**config.mk**
```make
export PLATFORM = sky130hd
export DESIGN_NAME = pong_game_ctrl
export DESIGN_NICKNAME = d
export VERILOG_FILES = /design/src/rtl/pong_game_ctrl.sv
export SDC_FILE = /design/constraint.sdc
export NUM_CORES = 1
export LEC_CHECK = 0
export ABC_CLOCK_PERIOD_IN_PS = 1980
export CORE_ASPECT_RATIO = 1.2
export CORE_UTILIZATION = 43
export DETAILED_ROUTE_END_ITERATION = 8
export PLACE_DENSITY = 0.73
export SYNTH_ARGS = -nofsm -noshare
export SYNTH_HDL_FRONTEND = slang
export SYNTH_SLANG_ARGS = --single-unit
export TNS_END_PERCENT = 10
```
**constraint.sdc**
```tcl
create_clock -name clk -period 1.98 [get_ports clk]
set_input_delay 0.396 -clock clk [delete_from_list [all_inputs] [get_ports clk]]
set_output_delay 0.396 -clock clk [all_outputs]
set_load 0.03 [all_outputs]
```
**src/rtl/pong_game_ctrl.sv**
```systemverilog
// pong_game_ctrl: game sequencer for a two-paddle pong.
// Walks IDLE -> SERVE -> PLAY -> POINT -> SERVE/OVER. It decides hits and misses
// at the paddle columns, keeps the two scores and the winner, and tells the
// ball datapath when to reload, when to move and which way to serve.
// Optional feature: define PONG_SPEEDUP_EN so that each paddle hit shortens the
// ball step period by one, down to PERIOD_MIN. Without the macro the period
// stays at PERIOD_INIT.

module pong_game_ctrl #(
    parameter logic [5:0]  X_MAX       = 6'd62,
    parameter logic [3:0]  WIN_SCORE   = 4'd7,
    parameter logic [7:0]  SERVE_WAIT  = 8'd60,
    parameter logic [18:0] PERIOD_INIT = 19'd5,
    parameter logic [18:0] PERIOD_MIN  = 19'd2
) (
    input  logic        clk,
    input  logic        reset,
    input  logic        start,
    input  logic        frame_tick,
    input  logic [5:0]  ball_x,
    input  logic [4:0]  ball_y,
    input  logic        move_strobe,
    input  logic [4:0]  paddle_l_y,
    input  logic [4:0]  paddle_r_y,
    output logic        ball_load,
    output logic        ball_enable,
    output logic        serve_right,
    output logic [18:0] move_period,
    output logic [3:0]  score_l,
    output logic [3:0]  score_r,
    output logic [2:0]  state,
    output logic [1:0]  winner
);

`ifdef PONG_SPEEDUP_EN
    localparam logic SPEEDUP_ON = 1'b1;
`else
    localparam logic SPEEDUP_ON = 1'b0;
`endif

    typedef enum logic [2:0] {
        S_IDLE  = 3'd0,
        S_SERVE = 3'd1,
        S_PLAY  = 3'd2,
        S_POINT = 3'd3,
        S_OVER  = 3'd4
    } state_t;

    state_t      cur_state;
    state_t      next_state;
    logic [7:0]  serve_cnt;
    logic        point_right;
    logic        hit_l;
    logic        hit_r;
    logic        at_left;
    logic        at_right;
    logic        paddle_hit;
    logic        miss;
    logic [3:0]  score_l_inc;
    logic [3:0]  score_r_inc;
    logic [3:0]  scorer_next;
    logic        entering_serve;

    // Paddle hit tests, widened to 6 bits so a paddle near the bottom cannot wrap
    always_comb begin
        hit_l = ({1'b0, paddle_l_y} <= {1'b0, ball_y}) &&
                ({1'b0, ball_y} <= ({1'b0, paddle_l_y} + 6'd3));
        hit_r = ({1'b0, paddle_r_y} <= {1'b0, ball_y}) &&
                ({1'b0, ball_y} <= ({1'b0, paddle_r_y} + 6'd3));
    end

    // Column events only count in PLAY on a move strobe; the left column wins a tie
    always_comb begin
        at_left     = (cur_state == S_PLAY) && move_strobe && (ball_x == 6'd1);
        at_right    = (cur_state == S_PLAY) && move_strobe && (ball_x == X_MAX) && (ball_x != 6'd1);
        paddle_hit  = (at_left && hit_l) || (at_right && hit_r);
        miss        = (at_left && !hit_l) || (at_right && !hit_r);
        score_l_inc = (score_l < WIN_SCORE) ? (score_l + 4'd1) : score_l;
        score_r_inc = (score_r < WIN_SCORE) ? (score_r + 4'd1) : score_r;
        scorer_next = point_right ? score_r_inc : score_l_inc;
    end

    // Next-state decision for the game sequence
    always_comb begin
        next_state = cur_state;
        unique case (cur_state)
            S_IDLE:  if (start) next_state = S_SERVE;
            S_SERVE: if (frame_tick && (serve_cnt == (SERVE_WAIT - 8'd1))) next_state = S_PLAY;
            S_PLAY:  if (miss) next_state = S_POINT;
            S_POINT: next_state = (scorer_next == WIN_SCORE) ? S_OVER : S_SERVE;
            S_OVER:  if (start) next_state = S_SERVE;
            default: next_state = S_IDLE;
        endcase
    end

    assign entering_serve = (next_state == S_SERVE) && (cur_state != S_SERVE);

    // State register
    always_ff @(posedge clk) begin
        if (reset) cur_state <= S_IDLE;
        else       cur_state <= next_state;
    end

    // One-cycle reload pulse and frame counting while waiting to serve
    always_ff @(posedge clk) begin
        if (reset) begin
            ball_load <= 1'b0;
            serve_cnt <= 8'd0;
        end else begin
            ball_load <= entering_serve;
            if (entering_serve)
                serve_cnt <= 8'd0;
            else if ((cur_state == S_SERVE) && frame_tick)
                serve_cnt <= serve_cnt + 8'd1;
        end
    end

    // Ball step period: restored on every serve, optionally shortened per hit
    always_ff @(posedge clk) begin
        if (reset)
            move_period <= PERIOD_INIT;
        else if (entering_serve)
            move_period <= PERIOD_INIT;
        else if (SPEEDUP_ON && paddle_hit && (move_period > PERIOD_MIN))
            move_period <= move_period - 19'd1;
    end

    // Scores, winner, serve direction and the side owed the pending point
    always_ff @(posedge clk) begin
        if (reset) begin
            score_l     <= 4'd0;
            score_r     <= 4'd0;
            winner      <= 2'b00;
            serve_right <= 1'b1;
            point_right <= 1'b0;
        end else begin
            if (miss)
                point_right <= at_left;
            if (((cur_state == S_IDLE) || (cur_state == S_OVER)) && start) begin
                score_l     <= 4'd0;
                score_r     <= 4'd0;
                winner      <= 2'b00;
                serve_right <= 1'b1;
            end else if (cur_state == S_POINT) begin
                if (point_right) begin
                    score_r     <= score_r_inc;
                    serve_right <= 1'b0;
                end else begin
                    score_l     <= score_l_inc;
                    serve_right <= 1'b1;
                end
                if (next_state == S_OVER)
                    winner <= point_right ? 2'b10 : 2'b01;
            end
        end
    end

    assign ball_enable = (cur_state == S_PLAY);
    assign state       = cur_state;

endmodule
```
==> results.md, run 1 <==
* Status: finished, violations left
* Failing checks: design-rule violations
* CTS tree: built
* Worst Hold Path Cells at 2
* Worst-Skew Late Latency at 0.27 ns
* Detailed Route WL at 4300 microns
* Pwr Density at 436.3 mW/mm^2
* Grt total ovfl at 0
* Area added between synthesis and finish at 32.94%
* Core Region at 0.004561 sq mm
* Reg-to-reg endpoint: ball_load
* Reg clk slew, reported paths at 0.09 ns
* Initial antenna violation count at 0
* Cell-internal power at 823.4 uW
* Fin crit period at 1.892 ns
* Clk root buf: clkbuf_8
* Slew Limit Fails at 0
* Startpoint Class: input pin
* Fin nets at 342
* Vias at 1,741
* Final setup viols at 0
* Antenna viol nets, final at 0
* Max frequency at 528.5 MHz
* GPL Wtd Cong at 0.8292
* Cell accounting for the most synthesized area: dfxtp_1
* Syn Std Cell Area at 0.002032 sq mm
* DP Worst Slack at -0.6542 ns
* CTS Hold Bufs at 0
* Peak supply drop at 346.4 uV
* Initial DRC Count at 83
* Top-area cell type share of the netlist area at 23.65%
* Setup CP Type: in2reg
* Ports at 61
* Die X at 64.75 microns
* Switch share at 30.13%
* Htree depth at 1
* R2r startpoint: score_r[1]
* Synth Flop Type: dfxtp_1
* DRC at 2
* RSZ-0062 raised after global routing: no
* FP Rows at 27
* Largest net degree at the start of global routing at 14
* TritonRoute pass-1 iters at 6
* Crit path max fanout at 3
* Die height at 77.30 microns
* Diodes inserted at 0
* Required time of the critical path at 2.17 ns
* Min-Delay Startpoint: serve_right
* TritonCTS Buffers at 3
* Clock skew at 0.008171 ns
* Hold Path Sink: serve_right
* Netlist cell types at 53
* Die ar. at 0.005005 sq mm
* P_leak at 0.001157 uW
* Sequential fraction of the synthesis area at 23.65%
* Final period util at 95.56%
* Commonest cells in the netlist: ha_1, nor2_1, dfxtp_1, buf_4, inv_1
* Synth Instances at 230
* HP Class: reg2reg
* Via count of the first global-routing pass at 1,629
* Avg Synthesized Cell Area at 8.835 sq um
* Synth top area cells: dfxtp_1, ha_1, buf_4, nor2_1, xor2_1
* Worst setup EP type: flop
* Detailed placer's ending HPWL at 3368 microns
* Sw Pwr at 355.1 uW
* First-pass GRT wire length at 7182 microns
* FFs w/ async S/R, synth at 0%
* Initial Util at 44.55%
* Worst Reg-to-Reg Cells at 7
* YS warnings at 0
* R2r setup slk at 0.12 ns
* Mean routed wirelength per cell at 12.36 microns
* Layout cells sized above 1 at 27.93%
* IO buf count at 41
* Worst hold slack at 0.4881 ns
* #FFs+latches synth at 24
* Critical path data arrival time at 2.08 ns
* DR vias/cell at 5.003
* CTS Buffer Depth at 2
* Clock Sinks at 24
* Seq pwr share at 41.6%
* Final Worst Setup Slack at 0.08789 ns
* Combinational share of power at 30.0%
* Max-Cap Viols at 0
* Final hold vios at 0
* Total Routing Usage GR at 18.02%
* Clk pwr share at 28.4%
* Number of flops mapped to enable cells by yosys at 0
## power by group through the flow
| stage | clock, uW | sequential, uW | combinational, uW |
|---|---|---|---|
| 2_1_floorplan | 0 | 507 | 219 |
| 3_3_place_gp | 0 | 502 | 318 |
| 3_5_place_dp | 0 | 502 | 323 |
| 4_1_cts | 335 | 491 | 338 |
| 5_1_grt | 367 | 491 | 386 |
| 6_report | 335 | 491 | 353 |
## layout by cell type (no fill, tap or decap), drive strengths merged, types with 2 or more instances in the layout
| cell type | synthesis | layout |
|---|---|---|
| a211oi | 3 | 3 |
| ha | 25 | 25 |
| a21oi | 11 | 11 |
| a21boi | 2 | 2 |
| nor3 | 4 | 4 |
| dlymetal6s2s | 0 | 3 |
| nand2b | 3 | 3 |
| xnor2 | 8 | 8 |
| o21bai | 3 | 3 |
| clkdlybuf4s50 | 0 | 26 |
| or4b | 2 | 2 |
| conb | 2 | 19 |
| nand3 | 9 | 9 |
| nand2 | 12 | 12 |
| nor2 | 28 | 28 |
| dfxtp | 24 | 24 |
| inv | 14 | 14 |
| o2111ai | 2 | 2 |
| nand4 | 5 | 5 |
| nor2b | 3 | 3 |
| o21ai | 9 | 9 |
| nor4b | 3 | 3 |
| mux2i | 5 | 5 |
| nor3b | 3 | 3 |
| nor4 | 5 | 5 |
| clkbuf | 1 | 11 |
| xor2 | 9 | 9 |
| buf | 24 | 23 |
| dlygate4sd2 | 0 | 5 |
## state kept, by name, summed over array words and instances (netlist names)
name / cells
winner: 2
score_l: 4
ball_load: 1
state: 3
point_right: 1
score_r: 4
serve_right: 1
serve_cnt: 8
## routing by layer
layer,up-vias,GRT usage [%],share of wire (%)
li1,886,-,-
met2,43,33.44,52
met5,-,0,0
met1,808,20.81,44
met3,4,2.232,3.7
met4,0,5.333,1.1
## repair_timing
action,CTS,global route
pin swaps,15,10
gates cloned,0,0
endpoints found under the setup margin,4,11
gates resized for setup,28,33
setup buffers,2,0
## worst max-delay path by stage
stage,from,endpoint,slack (ns),cells after the start
6_report,paddle_r_y[1],state[0],0.09,12
5_1_grt,paddle_r_y[1],state[0],0.009,12
4_1_cts,paddle_l_y[1],state[0],-0.02,11
3_5_place_dp,paddle_r_y[0],state[0],-0.65,12
3_3_place_gp,paddle_l_y[1],state[0],-0.56,12
2_1_floorplan,paddle_l_y[0],state[0],0.009,11
## worst max-delay path: stages
cell and delay, ns:
clkbuf_2 0.10, inv_1 0.10, ha_4 0.16, nor2_4 0.04, xnor2_1 0.12, ha_1 0.30, nand3_1 0.09, o21bai_1 0.16
a21oi_1 0.19, o21ai_2 0.09, and4_4 0.21, a211oi_2 0.12
## per-stage QoR
step / utilization [%] / power, uW / cell area [sq um] / TNS [ns] / instances
floorplan: - / 725.7 / 2100 / 0 / 247
global placement: 55.80 / 819.8 / 2545 / -1.591 / 342
detailed placement: 55.80 / 825.4 / 2545 / -1.807 / 342
CTS: 58.41 / 1165 / 2664 / -0.03019 / 348
global route: 59.23 / 1244 / 2701 / 0 / 348
finish: 59.23 / 1179 / 2701 / 0 / 348
## final cells by class
class                      count  area, sq um
inverter                      14        52.55
timing repair buffer          64        556.8
sequential                    24        481.7
clock buffer                   4        55.05
multi-input combinational    184         1483
tap                           58        72.57
fill                         407         1859
## cells by family after synthesis
| family | share of synthesized area, % |
|---|---|
| flip-flops | 23.65 |
| buffers and inverters | 12.19 |
| AND/OR/NAND/NOR | 26.97 |
| other | 0.3696 |
| multiplexers | 2.463 |
| AO/OA/AOI/OAI | 11.64 |
| adder cells (fa/ha/maj) | 15.39 |
| XOR/XNOR | 7.328 |
No activity file was read; power rests on OpenSTA's default activity.
==> run 2, diff against run 1 <==
--- a/config.mk
+++ b/config.mk
@@ -6,10 +6,9 @@
 export NUM_CORES = 1
 export LEC_CHECK = 0
 export ABC_CLOCK_PERIOD_IN_PS = 1980
-export CORE_ASPECT_RATIO = 1.2
 export CORE_UTILIZATION = 43
 export DETAILED_ROUTE_END_ITERATION = 8
-export PLACE_DENSITY = 0.73
+export PLACE_DENSITY_LB_ADDON = 0.3
 export SYNTH_ARGS = -nofsm -noshare
 export SYNTH_HDL_FRONTEND = slang
 export SYNTH_SLANG_ARGS = --single-unit
==> run 2 against run 1 <==
The run still ends with design-rule violations left; wire length up 7.2%; global-route usage decreased by 0.099 points; first-iteration DRC count is 35% lower; cell count increased by 0.86%; register-to-register slack got worse by 0.03 ns; clock skew decreased by 0.0040 ns; sequential power is essentially flat; non-clock buffer count rose by 9; hold slack better by 0.013 ns; power up 12%; critical path type is now reg2out.
==> results.md, run 2 (synthesized netlist as in run 1, its figures left out) <==
* Mean routed wirelength per cell at 13.13 microns (was 12.36 microns)
* Failing checks: design-rule violations (unchanged)
* Clock Sinks at 24 (unchanged)
* Switch share at 28.79% (was 30.13%)
* Pwr Density at 466.9 mW/mm^2 (was 436.3 mW/mm^2)
* Die height at 70.74 microns (was 77.30 microns)
* Clk root buf: clkbuf_8 (unchanged)
* Area added between synthesis and finish at 38.55% (was 32.94%)
* P_leak at 0.001198 uW (was 0.001157 uW)
* Ports at 61 (unchanged)
* Final Core Density at 63.34% (was 59.23%)
* Combinational share of power at 29.9% (was 30.0%)
* Clock skew at 0.004206 ns (was 0.008171 ns)
* Commonest non-fill, non-tap cell in the layout: buf_4 (was clkdlybuf4s50_1)
* Die X at 70.74 microns (was 64.75 microns)
* Detailed placer's ending HPWL at 3371 microns (was 3368 microns)
* Peak supply drop at 300.0 uV (was 346.4 uV)
* Diodes inserted at 0 (unchanged)
* Fin nets at 351 (was 342)
* Required time of the critical path at 1.58 ns (was 2.17 ns)
* Final period util at 97.12% (was 95.56%)
* Die ar. at 0.005004 sq mm (was 0.005005 sq mm)
* Status: finished, violations left (unchanged)
* TritonRoute pass-1 iters at 8 (was 6)
* FP Rows at 24 (was 27)
* Largest register FFs at 8 (unchanged)
* Antenna viol nets, final at 0 (unchanged)
* Crit path max fanout at 8 (was 3)
* Worst setup EP type: output pin (was flop)
* Cell-internal power at 935.9 uW (was 823.4 uW)
* Fin crit period at 1.923 ns (was 1.892 ns)
* Max-Cap Viols at 0 (unchanged)
* Register area at 481.7 sq um (unchanged)
* Grt total ovfl at 0 (unchanged)
* DRC at 6 (was 2)
* GPL Wtd Cong at 0.7974 (was 0.8292)
* Worst-Skew Late Latency at 0.27 ns (about the same)
* Reg clk slew, reported paths at 0.09 ns (about the same)
* Vias at 1,738 (was 1,741)
* Largest register by flop count: serve_cnt (unchanged)
* Total Routing Usage GR at 17.92% (was 18.02%)
* TritonCTS Buffers at 3 (unchanged)
* Critical path data arrival time at 1.53 ns (was 2.08 ns)
* CTS Buffer Depth at 2 (unchanged)
* Slew Limit Fails at 0 (unchanged)
* Initial Util at 45.72% (was 44.55%)
* DR vias/cell at 4.952 (was 5.003)
* FILL cells at 393 (was 407)
* HP Class: reg2reg (unchanged)
* CTS tree: built (unchanged)
* Via count of the first global-routing pass at 1,746 (was 1,629)
* Final setup viols at 0 (unchanged)
* Biggest regs: serve_cnt x8, score_l x4, score_r x4 (unchanged)
* Area taken by multi-input logic gates at 0.001520 sq mm (was 0.001483 sq mm)
* Initial antenna violation count at 0 (unchanged)
* Startpoint Class: flop (was input pin)
* Layout cells sized above 1 at 32.78% (was 27.93%)
* Sw Pwr at 378.4 uW (was 355.1 uW)
* Core Region at 0.004444 sq mm (was 0.004561 sq mm)
* Final hold vios at 0 (unchanged)
* Setup CP Type: reg2out (was in2reg)
* Max frequency at 520.0 MHz (was 528.5 MHz)
* Seq pwr share at 37.3% (was 41.6%)
* Clk pwr share at 32.8% (was 28.4%)
* Commonest cells after routing, fill and taps aside: buf_4, clkdlybuf4s50_1, nor2_1, dfxtp_1, conb_1 (was clkdlybuf4s50_1, nor2_1, dfxtp_1, buf_4)
* Largest net degree at the start of global routing at 15 (was 14)
* Initial DRC Count at 54 (was 83)
* Htree depth at 1 (unchanged)
* IO buf count at 41 (unchanged)
* Total power at 1314 uW (was 1179 uW)
* Detailed Route WL at 4610 microns (was 4300 microns)
* First-pass GRT wire length at 7300 microns (was 7182 microns)
==> run 2: final cells by class <==
cell class / instances / area share [%]
multi-input combinational: 184 / 54.00
inverter: 14 / 1.867
sequential: 24 / 17.11
tap: 52 / 2.311
clock inverter: 1 / 1.067
timing repair buffer: 73 / 22.18
clock buffer: 3 / 1.467
==> run 2: stage by stage <==
stage | TNS [ns] | hold WS [ns] | instances | cell area (sq um) | worst slack (ns)
6_report | 0 | 0.5013 | 351 | 2815 | 0.05705
5_1_grt | -0.01877 | 0.5343 | 351 | 2815 | -0.01877
4_1_cts | 0 | 0.5101 | 350 | 2741 | 0.0008373
3_5_place_dp | -1.773 | 0.4937 | 339 | 2560 | -0.6474
3_3_place_gp | -1.512 | 0.4888 | 339 | 2560 | -0.5562
2_1_floorplan | 0 | 0.4606 | 247 | 2100 | 0.008889
==> run 2: worst paths after layout <==
check,to,depth (start not counted),slack (ns),startpoint
hold / removal,serve_right,2,0.50,serve_right
hold reg to reg,serve_right,2,0.50,serve_right
setup / recovery,state[0],2,0.06,state[0]
setup reg to reg,state[0],8,0.09,score_r[1]
==> run 2: layer usage <==
| metal | wire length [microns] | share of wire [%] | track usage [%] |
|---|---|---|---|
| met5 | 0 | 0 | 0 |
| met4 | 91 | 2.0 | 7.111 |
| met3 | 143 | 3.1 | 1.852 |
| met2 | 2360 | 51 | 32.69 |
| met1 | 2014 | 44 | 21.50 |
==> run 2: what timing repair did <==
| action | CTS | global route |
|---|---|---|
| pin swaps | 17 | 18 |
| hold buffers | 0 | 0 |
| setup buffers | 7 | 1 |
| setup endpoints to repair | 4 | 3 |
| gates cloned | 0 | 0 |
| resized for setup | 38 | 31 |
==> run 2: power by group through the flow <==
stage	Combinational, uW	Sequential [uW]	Clock (uW)
global route	424	490	465
finish	393	490	431
CTS	347	490	440
detailed placement	326	501	0
global placement	319	501	0
floorplan	219	507	0
==> run 2: worst max-delay path, cell delays in order, from the launching register on <==
cell             delay, ns
dfxtp_1               0.39
buf_4                 0.19
clkdlybuf4s50_1       0.68
==> run 3, diff against run 2 <==
--- a/config.mk
+++ b/config.mk
@@ -5,8 +5,9 @@
 export SDC_FILE = /design/constraint.sdc
 export NUM_CORES = 1
 export LEC_CHECK = 0
-export ABC_CLOCK_PERIOD_IN_PS = 1980
-export CORE_UTILIZATION = 43
+export ABC_CLOCK_PERIOD_IN_PS = 2400
+export CAP_MARGIN = 20
+export CORE_UTILIZATION = 50
 export DETAILED_ROUTE_END_ITERATION = 8
 export PLACE_DENSITY_LB_ADDON = 0.3
 export SYNTH_ARGS = -nofsm -noshare
==> constraint.sdc (replaced) <==
create_clock -name clk -period 2.4 [get_ports clk]
set_input_delay 0.48 -clock clk [delete_from_list [all_inputs] [get_ports clk]]
set_output_delay 0.48 -clock clk [all_outputs]
set_load 0.03 [all_outputs]
==> run 3 against run 2 <==
The run now ends clean; register-to-register slack improved by 0.29 ns; hold slack improved by 0.0063 ns; sequential power fell by 17%; global-route usage rose by 2.7 points; highest routed layer unchanged; non-clock buffer count fell by 14; first-iteration DRC count rose by 54%; power fell by 21%; clock power fell by 16%; sequential share of layout area rose by 1.2 points; cell count fell by 5.1%; clock skew rose by 0.00092 ns.
==> results.md, run 3 (synthesized netlist as in run 1, its figures left out) <==
* Status: finished clean (was finished, violations left)
* Total Routing Usage GR at 20.59% (was 17.92%)
* Critical path data arrival time at 2.42 ns (was 1.53 ns)
* Max-Cap Viols at 0 (unchanged)
* Ports at 61 (unchanged)
* Initial Util at 53.88% (was 45.72%)
* Detailed placer's ending HPWL at 3288 microns (was 3371 microns)
* Final hold vios at 0 (unchanged)
* First-pass GRT wire length at 6837 microns (was 7300 microns)
* Biggest regs: serve_cnt x8, score_l x4, score_r x4 (unchanged)
* TritonRoute pass-1 iters at 4 (was 8)
* DR vias/cell at 5.123 (was 4.952)
* Commonest cells after routing, fill and taps aside: clkdlybuf4s50_1, dfxtp_1, nor2_1, ha_1, conb_1 (was buf_4, clkdlybuf4s50_1, nor2_1, dfxtp_1, conb_1)
* TritonCTS Buffers at 3 (unchanged)
* Htree depth at 1 (unchanged)
* Peak supply drop at 192.3 uV (was 300.0 uV)
* Vias at 1,706 (was 1,738)
* Clock Sinks at 24 (unchanged)
* Crit-path leading delay family: compound AO/OA/AOI/OAI gates (was buffers and inverters)
* Buffer and inverter count on the worst path at 2 (unchanged)
* DRC at 0 (was 6)
* Die X at 65.75 microns (was 70.74 microns)
* Largest net degree at the start of global routing at 15 (unchanged)
* Initial DRC Count at 83 (was 54)
* Worst hold slack at 0.5077 ns (was 0.5013 ns)
* Mean routed wirelength per cell at 12.14 microns (was 13.13 microns)
* Largest register FFs at 8 (unchanged)
* Via count of the first global-routing pass at 1,635 (was 1,746)
* Cell-internal power at 750.2 uW (was 935.9 uW)
* Commonest non-fill, non-tap cell in the layout: clkdlybuf4s50_1 (was buf_4)
* Die ar. at 0.004323 sq mm (was 0.005004 sq mm)
* Reg clk slew, reported paths at 0.09 ns (about the same)
* FP Rows at 22 (was 24)
* Worst-Skew Late Latency at 0.27 ns (about the same)
* Pwr Density at 397.1 mW/mm^2 (was 466.9 mW/mm^2)
* CP peak stage delay at 0.49 ns (was 0.68 ns)
* Antenna viol nets, final at 0 (unchanged)
* CTS Buffer Depth at 2 (unchanged)
* Area added between synthesis and finish at 28.94% (was 38.55%)
* Setup CP Type: in2reg (was reg2out)
* Worst setup EP type: flop (was output pin)
* Clk root buf: clkbuf_8 (unchanged)
* Layout cells sized above 1 at 18.60% (was 32.78%)
* GPL Wtd Cong at 0.8396 (was 0.7974)
* Crit path max fanout at 3 (was 8)
* Max frequency at 439.7 MHz
* Combinational share of power at 26.2% (was 29.9%)
* Clk pwr share at 34.6% (was 32.8%)
* Clock skew at 0.005127 ns (was 0.004206 ns)
* Initial antenna violation count at 0 (unchanged)
* Fin nets at 337 (was 351)
* Detailed Route WL at 4043 microns (was 4610 microns)
* Final setup viols at 0 (unchanged)
* CTS tree: built (unchanged)
* CTS Hold Bufs at 0 (unchanged)
* Largest register by flop count: serve_cnt (unchanged)
* Startpoint Class: input pin (was flop)
* Final period util at 94.76%
* P_leak at 0.001151 uW (was 0.001198 uW)
* Cell Chain, Critical Path: clkdlybuf4s50_1 -> inv_1 -> ha_1 -> a21oi_1 -> a21boi_0 -> o32a_1 -> o21ai_2 -> and4_4 -> a211oi_2 (was buf_4 -> clkdlybuf4s50_1)
* Slew Limit Fails at 0 (unchanged)
* Core Region at 0.003771 sq mm (was 0.004444 sq mm)
* Fin crit period at 2.274 ns
* Seq pwr share at 39.2% (was 37.3%)
* Diodes inserted at 0 (unchanged)
* Required time of the critical path at 2.55 ns (was 1.58 ns)
* Crit path max-delay cell type: clkdlybuf4s50_1 (unchanged)
* Sw Pwr at 290.3 uW (was 378.4 uW)
* Grt total ovfl at 0 (unchanged)
* HP Class: reg2reg (unchanged)
* R2r setup slk at 0.38 ns (was 0.09 ns)
* IO buf count at 41 (unchanged)
* Switch share at 27.90% (was 28.79%)
* Die height at 65.75 microns (was 70.74 microns)
* Total power at 1040 uW (was 1314 uW)
==> run 3: worst paths after layout <==
| kind | startpoint | endpoint | depth (start not counted) |
|---|---|---|---|
| hold reg to reg | score_r[3] | score_r[3] | 2 |
| hold / removal | score_r[3] | score_r[3] | 2 |
| setup / recovery | ball_y[3] | state[0] | 9 |
| setup reg to reg | score_r[0] | serve_cnt[2] | 7 |
==> run 3: final cells by class <==
| type | instances | area, sq um |
|---|---|---|
| multi-input combinational | 184 | 1395 |
| fill | 311 | 1151 |
| timing repair buffer | 59 | 560.5 |
| sequential | 24 | 480.5 |
| tap | 48 | 60.06 |
| inverter | 14 | 52.55 |
| clock buffer | 3 | 41.29 |
| clock inverter | 1 | 30.03 |
==> run 3: power by group through the flow <==
stage	Clock [uW]	Combinational [uW]	Sequential (uW)
2_1_floorplan	0	180	418
3_3_place_gp	0	254	417
3_5_place_dp	0	261	417
4_1_cts	366	266	408
5_1_grt	387	300	409
6_report	360	273	408
==> run 3: worst min-delay path: cells and delay by family (launching register included) <==
kind | cells | cell delay [ns]
DFF | 1 | 0.33
and+or+nand+nor | 2 | 0.14
==> run 3: metal layers <==
layer / GRT usage, % / up-vias / share of wire, %
met5: 0 / - / 0
met4: 10.33 / 0 / 2.6
met3: 2.951 / 7 / 3.3
met2: 36.61 / 47 / 49
met1: 23.58 / 779 / 45
li1: - / 873 / -
==> run 3: stage by stage <==
stage / instance area (sq um) / util, % / setup WS, ns / instances / TNS [ns]
floorplan: 2096 / - / 0.2639 / 247 / 0
global placement: 2499 / 66.26 / -0.2793 / 328 / -0.6295
detailed placement: 2499 / 66.26 / -0.3461 / 328 / -0.8527
CTS: 2580 / 68.41 / 0.008974 / 333 / 0
global route: 2620 / 69.48 / -0.004661 / 333 / -0.004661
finish: 2620 / 69.48 / 0.1258 / 333 / 0
==> run 3: timing repair <==
| item | 4_1_cts | 5_1_grt |
|---|---|---|
| endpoints found under the setup margin | 1 | 3 |
| setup buffers | 1 | 0 |
| gates resized for setup | 1 | 17 |
| pin swaps | 2 | 10 |
